### config.mk
export PLATFORM = sky130hd
export DESIGN_NAME = conversor_comp2_serial
export DESIGN_NICKNAME = d
export VERILOG_FILES = /design/src/rtl/conversor_comp2_serial.sv
export SDC_FILE = /design/constraint.sdc
export NUM_CORES = 1
export LEC_CHECK = 0
export ABC_AREA = 0
export CAP_MARGIN = 40
export CORE_ASPECT_RATIO = 0.8
export CORE_MARGIN = 8
export CORE_UTILIZATION = 55
export CTS_BUF_LIST = sky130_fd_sc_hd__clkbuf_16
export CTS_CLUSTER_SIZE = 10
export DETAILED_ROUTE_END_ITERATION = 7
export GPL_TIMING_DRIVEN = 1
export MAX_ROUTING_LAYER = met4
export PLACE_DENSITY_LB_ADDON = 0.05
export SLEW_MARGIN = 5
export SYNTH_ARGS = -nofsm -noshare
export SYNTH_HDL_FRONTEND = slang
export SYNTH_SLANG_ARGS = --single-unit
### constraint.sdc
create_clock -name clk -period 3.4 [get_ports clk]
set_clock_uncertainty 0.1 [all_clocks]
set_input_delay 0.68 -clock clk [delete_from_list [all_inputs] [get_ports clk]]
set_output_delay 0.68 -clock clk [all_outputs]
set_load 0.01 [all_outputs]
### src/rtl/conversor_comp2_serial.sv
// Serial two's-complement converter: NEG / ABS / SM2TC / PASS, one bit per cycle, LSB first.
// Optional macro COMP2_SAT_EN saturates overflow results to the max positive value.
module conversor_comp2_serial #(
  parameter int WIDTH = 6
) (
  input  logic             clk,
  input  logic             rst_n,
  input  logic             in_valid,
  output logic             in_ready,
  input  logic [WIDTH-1:0] in_data,
  input  logic [1:0]       in_mode,
  output logic             out_valid,
  input  logic             out_ready,
  output logic [WIDTH-1:0] out_data,
  output logic             out_ovf
);

  localparam int CW = (WIDTH > 1) ? $clog2(WIDTH) : 1;
  localparam logic [CW-1:0]    LAST     = CW'(WIDTH - 1);
  localparam logic [WIDTH-1:0] MOST_NEG = {1'b1, {(WIDTH-1){1'b0}}};
  localparam logic [WIDTH-1:0] SAT_VAL  = {1'b0, {(WIDTH-1){1'b1}}};

  typedef enum logic [1:0] {
    IDLE  = 2'b00,
    SHIFT = 2'b01,
    DONE  = 2'b10
  } state_t;

  state_t           state_r, state_s;
  logic [CW-1:0]    cnt_r;
  logic [WIDTH-1:0] opd_r, res_r, out_data_r, opd_s, res_next_s, final_s;
  logic             neg_r, seen_r, ovf_r, out_ovf_r, out_valid_r, in_ready_r;
  logic             neg_s, ovf_s, obit_s, accept_s, last_s;

  assign in_ready  = in_ready_r;
  assign out_valid = out_valid_r;
  assign out_data  = out_data_r;
  assign out_ovf   = out_ovf_r;

  assign accept_s = (state_r == IDLE) && in_valid;
  assign last_s   = (state_r == SHIFT) && (cnt_r == LAST);

  // Mode decode at accept: negate decision, operand magnitude and overflow flag
  always_comb begin
    neg_s = 1'b0;
    opd_s = in_data;
    case (in_mode)
      2'b00: neg_s = 1'b1;
      2'b01: neg_s = in_data[WIDTH-1];
      2'b10: begin
        neg_s            = in_data[WIDTH-1];
        opd_s[WIDTH-1]   = 1'b0;
      end
      default: neg_s = 1'b0;
    endcase
    ovf_s = ((in_mode == 2'b00) || (in_mode == 2'b01)) && (in_data == MOST_NEG);
  end

  // Serial negation: copy through the first 1, invert everything after it
  always_comb begin
    obit_s     = (neg_r && seen_r) ? ~opd_r[0] : opd_r[0];
    res_next_s = {obit_s, res_r[WIDTH-1:1]};
`ifdef COMP2_SAT_EN
    final_s = ovf_r ? SAT_VAL : res_next_s;
`else
    final_s = res_next_s;
`endif
  end

  // Next-state logic
  always_comb begin
    state_s = state_r;
    case (state_r)
      IDLE:    if (in_valid) state_s = SHIFT; else state_s = IDLE;
      SHIFT:   if (last_s) state_s = DONE; else state_s = SHIFT;
      DONE:    if (out_ready) state_s = IDLE; else state_s = DONE;
      default: state_s = IDLE;
    endcase
  end

  // State register with registered handshake outputs
  always_ff @(posedge clk or negedge rst_n) begin
    if (!rst_n) begin
      state_r     <= IDLE;
      out_valid_r <= 1'b0;
      in_ready_r  <= 1'b1;
    end else begin
      state_r     <= state_s;
      out_valid_r <= (state_s == DONE);
      in_ready_r  <= (state_s == IDLE);
    end
  end

  // Operand capture, bit shifting and result publication
  always_ff @(posedge clk or negedge rst_n) begin
    if (!rst_n) begin
      cnt_r      <= '0;
      opd_r      <= '0;
      res_r      <= '0;
      neg_r      <= 1'b0;
      seen_r     <= 1'b0;
      ovf_r      <= 1'b0;
      out_data_r <= '0;
      out_ovf_r  <= 1'b0;
    end else if (accept_s) begin
      cnt_r  <= '0;
      opd_r  <= opd_s;
      res_r  <= '0;
      neg_r  <= neg_s;
      seen_r <= 1'b0;
      ovf_r  <= ovf_s;
    end else if (state_r == SHIFT) begin
      cnt_r  <= cnt_r + CW'(1);
      opd_r  <= {1'b0, opd_r[WIDTH-1:1]};
      res_r  <= res_next_s;
      seen_r <= seen_r | opd_r[0];
      if (last_s) begin
        out_data_r <= final_s;
        out_ovf_r  <= ovf_r;
      end else begin
        out_data_r <= out_data_r;
        out_ovf_r  <= out_ovf_r;
      end
    end else begin
      cnt_r <= cnt_r;
    end
  end

endmodule

==> flow_summary.json <==
{
  "status": "completed",
  "nets": 151,
  "slowest_delay_ns": 0.52,
  "cts-buffers-inserted": 3,
  "clkSlewWorstSetupHoldPaths_ns": 0.07,
  "slew_headroom": 0.435,
  "synth_most_common_cell": "dfrtp_1",
  "drive_above_1_share": 0.152,
  "place_ws_ns": 1.13,
  "pwr-share-clk": 0.259,
  "dp_hpwl_mm": 1.87,
  "drc_errors": 0,
  "grt_start_max_net_pins": 21,
  "clockRootBuffer": "clkbuf_16",
  "die_h_um": 58.9,
  "ys.flop_type": "dfrtp_1",
  "postRouteAntennaNets": 0,
  "synth_area_leader_cell": "dfrtp_1",
  "comb_power_share": 0.313,
  "grt_pass1_vias": 919,
  "grt_pass1_wl_mm": 4.26,
  "dieWidth_um": 69.7,
  "rr_startpoint": "state_r[0]",
  "cp.arrival_ns": 1.30,
  "dr.pass1.iters": 4,
  "groute.usage.overall": 0.132,
  "finalWeightedCongestion": 0.777,
  "rrSetupSlack_ns": 1.66,
  "crit_path_cell_trace": "clkdlybuf4s50_1",
  "p_per_area_mw_per_mm2": 837,
  "power.internal_uw": 925,
  "cts_resized": 0,
  "cts_max_level": 1,
  "cts_sinks": 28,
  "fin_ws_ns": 1.32,
  "cts_setup_buffers": 0,
  "num_vias": 899,
  "path_delay_family": "buffers and inverters",
  "cp_num_buf_inv": 1,
  "finalHoldViolations": 0,
  "synthArstFlopShare": 1.00,
  "drv_cap": 0,
  "coreArea_mm2": 0.00218,
  "wirelength_mm": 2.60,
  "ys_top_cells_by_count": "27 x dfrtp_1, 14 x nand2_1, 9 x o21ai_0",
  "fin_crit_ns": 2.08,
  "crit_slowest_cell": "clkdlybuf4s50_1",
  "io_buffers": 20,
  "syn2layout_area_growth_pct": 26.1,
  "grt_antenna_before_repair": 0,
  "swShare": 0.309,
  "peakVddDrop_mv": 0.815,
  "num_antenna_cells": 0,
  "hold_end": "opd_r[4]",
  "viasPerCell": 5.73,
  "synthCells": 110,
  "r2r-end": "out_data[3]",
  "grt_setup_unrepaired": "false",
  "ys_seq_area_frac": 0.554,
  "max_slew.worst_pin.slew_ns": 0.845,
  "synth_cell_types": 28,
  "report.final.slew_viol_count": 0,
  "endpoint_kind": "output pin",
  "fmax_mhz": 481,
  "timing.setup.tns_ns": 0,
  "synth-edff-count": 0,
  "synth_nets": 128,
  "cts_hold_buf": 0,
  "post-route-period-util": 0.612,
  "drt_iter0_drc": 26,
  "synth_top_area_share": 0.533,
  "holdCritStartpoint": "opd_r[4]",
  "n_fill_cell": 159,
  "synth.area.top_cells": "dfrtp_1 53%, mux2_2 6.2%, ha_1 5.9%",
  "setup_viol": 0,
  "io-pin-count": 21,
  "syn_area_mm2": 0.00127,
  "power.switching_uw": 413,
  "routedWlPerCell_um": 16.6,
  "rows": 15,
  "required_ns": 2.62,
  "p_seq_frac": 0.428,
  "clk_latency_ns": 0.26,
  "startpoint_type": "register",
  "yosys_warnings": 0,
  "hp-class": "register to register",
  "grt_remaining_overflow": 0,
  "cts_buffer_depth": 2,
  "power_leakage_uw": 0.000767,
  "ys_seq_elements": 28,
  "worstSetupPathType": "register to output pin",
  "cts_tree": "built",
  "whs_path_depth": 2,
  "cp_max_fo": 1,
  "synth.avg_cell_area_um2": 11.5,
  "die_area_mm2": 0.00411,
  "start_util": 0.582,
  "r2r_cells": 2
}
[layer usage]
layer  global-route usage  vias up  part of all wire
li1                     -      432                 -
met1                0.148      444              0.46
met2                0.209       17              0.47
met3               0.0436        6             0.049
met4               0.0714        0             0.023
met5                    -        -                 0
[cell type report]
| cell class | instances | area (µm²) | share of cell area |
|---|---|---|---|
| sequential | 28 | 702 | 0.439 |
| multi-input combinational | 72 | 522 | 0.327 |
| timing repair buffer | 22 | 215 | 0.135 |
| inverter | 6 | 22.5 | 0.0141 |
| clock buffer | 3 | 75.1 | 0.0470 |
| tap | 25 | 31.3 | 0.0196 |
| clock inverter | 1 | 30.0 | 0.0188 |
[cells in the final DEF (no fill, tap or decap), types with 3 or more instances in the layout]
cell type        instances
clkbuf_16                3
clkdlybuf4s50_1         20
o21ai_0                  9
a22o_1                   6
nand2_1                 14
nor2_1                   3
mux2_2                   7
ha_1                     6
dfrtp_1                 27
a21oi_1                  8
and3b_1                  5
inv_1                    6
[worst max-delay path by stage]
stage	depth (start not counted)	to	start	slack, ns
after floorplan	3	opd_r[5]	in_valid	1.84
after global placement	4	ovf_r	in_valid	1.19
after detailed placement	4	ovf_r	in_valid	1.13
after CTS	1	in_ready	in_ready	1.31
after global routing	1	in_ready	in_ready	1.30
final	1	in_ready	in_ready	1.32
[cell families after synthesis]
kind of cell    synth area share
buf+inv                   0.0345
flops                      0.554
compound gates             0.139
simple gates               0.144
fa+ha+maj                 0.0592
mux                       0.0622
xor+xnor                 0.00691
[state kept, by name (all words and copies together), names as in the netlist, 2 cells and up]
register / flops
cnt_r: 3
opd_r: 6
out_data: 6
res_r: 5
state_r: 2
[tightest hold or removal path, cell delays in order, from the launching register on]
cell	delay, ns
dfrtp_1	0.34
nand2_1	0.04
o21ai_0	0.06
[power groups by stage]
| stage | sequential [µW] | combinational, µW | clock, µW |
|---|---|---|---|
| global route | 594 | 458 | 354 |
| finish | 573 | 419 | 346 |
| CTS | 574 | 423 | 348 |
| global placement | 571 | 399 | 0 |
| detailed placement | 578 | 416 | 0 |
| floorplan | 551 | 271 | 0 |
[metrics by stage]
step	hold slack (ns)	utilization	power, µW	area (µm²)	cells
after global placement	0.362	0.686	970	1490	153
after floorplan	0.284	-	822	1270	110
after global routing	0.426	0.734	1410	1600	157
final	0.383	0.734	1340	1600	157
after CTS	0.386	0.734	1340	1600	157
after detailed placement	0.372	0.686	994	1490	153
No activity file was read; power rests on OpenSTA's default activity.
